`src/rtl/bcd_serial_subtractor.sv`:
```
// bcd_serial_subtractor: digit-serial packed-BCD A-B, LSD first; optional sign-magnitude via BCD_SUB_SIGN_MAG_EN
module bcd_serial_subtractor #(
  parameter int DIGITS = 2
) (
  input  logic                clk,
  input  logic                rst,
  input  logic                start,
  input  logic [4*DIGITS-1:0] A,
  input  logic [4*DIGITS-1:0] B,
  output logic                busy,
  output logic                done,
  output logic [4*DIGITS-1:0] DIFF,
  output logic                BORROW,
  output logic                NEG,
  output logic                ERR
);
  localparam int W  = 4 * DIGITS;
  localparam int IW = DIGITS > 1 ? $clog2(DIGITS) : 1;
`ifdef BCD_SUB_SIGN_MAG_EN
  typedef enum logic [1:0] {IDLE, SUB, DONE, NEGATE} state_t;
`else
  typedef enum logic [1:0] {IDLE, SUB, DONE} state_t;
`endif
  state_t state, nstate;
  logic [W-1:0] a_r, b_r, acc, sh;
  logic [IW-1:0] idx;
  logic bin, bad, last, bout;
  logic [3:0] x, y, dig;
  logic [4:0] d;
  // flag any non-decimal nibble on the operands being accepted
  always_comb begin
    bad = 1'b0;
    for (int i = 0; i < DIGITS; i++) bad = bad | (A[4*i+:4] > 4'd9) | (B[4*i+:4] > 4'd9);
  end
  // one-digit BCD subtract; the negate pass reuses it as 0 - acc
  always_comb begin
`ifdef BCD_SUB_SIGN_MAG_EN
    x = state == NEGATE ? 4'd0 : a_r[3:0];
    y = state == NEGATE ? acc[3:0] : b_r[3:0];
`else
    x = a_r[3:0];
    y = b_r[3:0];
`endif
    d = {1'b0, x} - {1'b0, y} - {4'd0, bin};
    bout = d[4];
    dig = bout ? d[3:0] + 4'd10 : d[3:0];
    sh = W'({dig, acc} >> 4);
    last = idx == IW'(DIGITS - 1);
  end
  // state register
  always_ff @(posedge clk) begin
    if (rst) state <= IDLE;
    else state <= nstate;
  end
  // next-state logic
  always_comb begin
    nstate = state;
    case (state)
      IDLE: nstate = start ? (bad ? DONE : SUB) : IDLE;
`ifdef BCD_SUB_SIGN_MAG_EN
      SUB: nstate = last ? (bout ? NEGATE : DONE) : SUB;
      NEGATE: nstate = last ? DONE : NEGATE;
`else
      SUB: nstate = last ? DONE : SUB;
`endif
      DONE: nstate = IDLE;
      default: nstate = IDLE;
    endcase
  end
`ifdef BCD_SUB_SIGN_MAG_EN
  assign busy = state == SUB || state == NEGATE;
`else
  assign busy = state == SUB;
  assign NEG = 1'b0;
`endif
  assign done = state == DONE;
  // operand shifting, borrow chain, and result capture on entry to DONE
  always_ff @(posedge clk) begin
    if (rst) begin
      a_r <= '0;
      b_r <= '0;
      acc <= '0;
      idx <= '0;
      bin <= 1'b0;
      DIFF <= '0;
      BORROW <= 1'b0;
      ERR <= 1'b0;
`ifdef BCD_SUB_SIGN_MAG_EN
      NEG <= 1'b0;
`endif
    end else if (state == IDLE && start) begin
      a_r <= A;
      b_r <= B;
      idx <= '0;
      bin <= 1'b0;
      if (bad) begin
        DIFF <= '0;
        BORROW <= 1'b0;
        ERR <= 1'b1;
`ifdef BCD_SUB_SIGN_MAG_EN
        NEG <= 1'b0;
`endif
      end
    end else if (busy) begin
      a_r <= a_r >> 4;
      b_r <= b_r >> 4;
      acc <= sh;
      bin <= last ? 1'b0 : bout;
      idx <= last ? '0 : idx + 1'b1;
      if (last && nstate == DONE) begin
        DIFF <= sh;
        BORROW <= state == SUB ? bout : 1'b1;
        ERR <= 1'b0;
`ifdef BCD_SUB_SIGN_MAG_EN
        NEG <= state != SUB;
`endif
      end
    end
  end
endmodule

```
`config.mk`:
```
export PLATFORM = sky130hd
export DESIGN_NAME = bcd_serial_subtractor
export DESIGN_NICKNAME = d
export VERILOG_FILES = /design/src/rtl/bcd_serial_subtractor.sv
export SDC_FILE = /design/constraint.sdc
export NUM_CORES = 1
export LEC_CHECK = 0
export ABC_AREA = 1
export CAP_MARGIN = 20
export CORE_ASPECT_RATIO = 0.7
export CORE_MARGIN = 2
export CORE_UTILIZATION = 36
export DETAILED_ROUTE_END_ITERATION = 10
export PLACE_DENSITY_LB_ADDON = 0.15
export SYNTH_ARGS = -nofsm -noshare
export SYNTH_HDL_FRONTEND = slang
export SYNTH_SLANG_ARGS = --single-unit
```
`constraint.sdc`:
```
create_clock -name clk -period 3.45 [get_ports clk]
set_input_delay 0.5175 -clock clk [delete_from_list [all_inputs] [get_ports clk]]
set_output_delay 0.5175 -clock clk [all_outputs]
set_load 0.03 [all_outputs]
```
==> qor.yml <==
preCtsSetupSlack_ns: 1.23
drc: 0
maxSlewViolCount: 0
setup_ws_ns: 1.15
p_leak_nw: 1.01
avgSynthCellArea_um2: 7.28
antenna_found_initial: 0
clkTransAtPathRegs_ns: 0.07
hold_violations: 0
numCtsBuffers: 5
outcome: "finished, final reports clean"
yosysWarnings: 0
place_area_mm2: 0.00206
multi_input_area_um2: 868
drive_gt1_share_pct: 7.38
net-switching-power_mw: 0.305
place.detailed.hpwl_mm: 2.79
portBuffers: 30
seq_area_frac_synth_pct: 39.3
fin_skew_ns: 0.0117
r2r-start: "b_r[0]$_SDFFE_PP0P_"
drt-pass1-iter-count: 4
synthFlopType: "dfxtp_1"
setup_viol_count_final: 0
min-delay-start: "acc[5]$_SDFFE_PP0P_"
power_frac_comb_pct: 25.2
place.gp.congestion: 0.765
setup-tns-final_ns: 0
rows: 21
fill_cells: 494
die-area_mm2: 0.00539
start_util_pct: 36.8
cts_tree: "yes"
die_w_um: 86.9
seqPwrFrac_pct: 43.8
grt_pass1_wl_mm: 6.28
rsz0062_at_grt: "no"
fin_cells: 328
cts_buffer_depth: 2
worst_ep_required_time_ns: 2.93
cts-resized-gates: 0
worst_setup_path_start_kind: "flop"
clock-sinks: 34
nets: 298
p_int_mw: 0.668
layout_min_cycle_time_ns: 2.30
worst_setup_path_end_kind: "output pin"
insertion_delay_ns: 0.29
irDropWorstVdd_mv: 0.209
final_area_mm2: 0.00215
die_h_um: 62.0
synth-seq-cells: 34
vias: 1498
core_area_mm2: 0.00470
postCtsHoldBufs: 0
root_buffer: "clkbuf_8"
via_per_inst: 4.57
worst_pin_slew_ns: 0.550
hp-class: "flop to flop"
cts_max_level: 2
wl_per_cell_um: 11.1
drtIter0Drc: 39
p_per_area_mw_per_mm2: 453
place_inst: 320
grt-ovfl-total: 0
antenna_left: 0
cap_violations: 0
cp_max_fo: 9
synthesis.area_mm2: 0.00173
grt_max_degree: 20
post_cts_buffers: 0
startpoint: "state[0]$_SDFF_PP0_"
grt_usage_pct: 15.2
switching_share_pct: 31.4
arrival_ns: 1.78
synthArstFlopShare_pct: 0
max_slew_margin_pct: 63.1
area_delta_synth_final_pct: 24.1
ios: 32
grt_pass1_vias: 1347
synth_cell_type_count: 24
fin_crit_sh_pct: 66.6
num_antenna_cells: 0
max_freq_ghz: 0.435
wirelength_mm: 3.64
seqCellArea_um2: 681
pwr-share-clk_pct: 31.0
synth_edf_count: 0
setup.worst_path.class: "flop to output pin"
syn_inst: 238
syn_nets: 266
[cell type report]
class                      instances  area share (%)
clock buffer                       7            4.02
inverter                          34            6.05
tap                               57            3.32
clock inverter                     1           0.233
sequential                        34            31.7
multi-input combinational        164            40.4
timing repair buffer              31            14.3
[power by group through the flow]
stage	registers [mW]	clock network [mW]	logic (mW)
finish	0.426	0.301	0.246
global route	0.429	0.327	0.291
CTS	0.426	0.312	0.248
detailed placement	0.435	0	0.246
global placement	0.435	0	0.242
floorplan	0.434	0	0.178
[metrics by stage]
| stage | utilization, % | hold WS [ns] | total power [mW] |
|---|---|---|---|
| 6_report | 45.7 | 0.446 | 0.973 |
| 5_1_grt | 45.7 | 0.457 | 1.05 |
| 4_1_cts | 45.7 | 0.451 | 0.986 |
| 3_5_place_dp | 43.8 | 0.440 | 0.681 |
| 3_3_place_gp | 43.8 | 0.438 | 0.677 |
| 2_1_floorplan | - | 0.421 | 0.613 |
[cell families (layout without fill, tap and decap cells)]
kind of cell / after synthesis / after routing / synth area share (%)
and+or+nand+nor: 124 / 124 / 32.5
buffers and inverters: 40 / 73 / 10.5
DFF: 34 / 34 / 39.3
AOI/OAI and AO/OA: 29 / 29 / 9.54
adders and majority gates: 9 / 9 / 7.37
other: 1 / 1 / 0.217
xor gates and xnor gates: 1 / 1 / 0.506
[final timing paths]
path | endpoint | slack, ns | cells past startpoint
min reg2reg | DIFF[1]$_SDFFE_PP0P_ | 0.45 | 2
min | DIFF[1]$_SDFFE_PP0P_ | 0.45 | 2
max | busy | 1.15 | 3
max reg2reg | acc[6]$_SDFFE_PP0P_ | 1.21 | 13
[registers in the layout (all words and copies together) (netlist names)]
signal	flops
acc	4
b_r	8
idx	1
BORROW	1
a_r	8
bin	1
state	2
DIFF	8
ERR	1
[routing by layer]
| layer | vias to the layer above | routed length (µm) | GRT usage (%) |
|---|---|---|---|
| li1 | 814 | - | - |
| met1 | 652 | 2140 | 23.8 |
| met2 | 30 | 1350 | 20.3 |
| met3 | 2 | 149 | 3.96 |
| met4 | 0 | 4 | 3.35 |
| met5 | - | 0 | 0 |
[cells in the mapped netlist (3+ instances only)]
cell type / number / area [µm²]
nand2_1: 80 / 300
dfxtp_1: 34 / 681
inv_1: 29 / 109
nand3_1: 25 / 125
a21oi_1: 13 / 65.1
nor2_1: 10 / 37.5
o211ai_1: 8 / 60.1
ha_1: 7 / 87.6
o21ai_0: 6 / 30.0
nor2_4: 4 / 45.0
buf_6: 3 / 33.8
[critical path, stage by stage (launching register included)]
cell             delay [ns]
dfxtp_1                0.35
nand2_2                0.20
clkinv_1               0.27
clkdlybuf4s50_1        0.67
[cell usage in the layout (no fill, tap or decap), drive strengths merged]
cell type | Yosys | routed
fa | 2 | 2
inv | 32 | 32
nand2 | 83 | 83
nor2 | 16 | 16
a21oi | 13 | 13
clkbuf | 1 | 7
o211ai | 8 | 8
xnor2 | 1 | 1
nand3 | 25 | 25
o21ai | 8 | 8
ha | 7 | 7
dfxtp | 34 | 34
conb | 1 | 1
buf | 5 | 1
clkinv | 2 | 3
clkdlybuf4s50 | 0 | 30
Power figures use the tool's default switching activity.
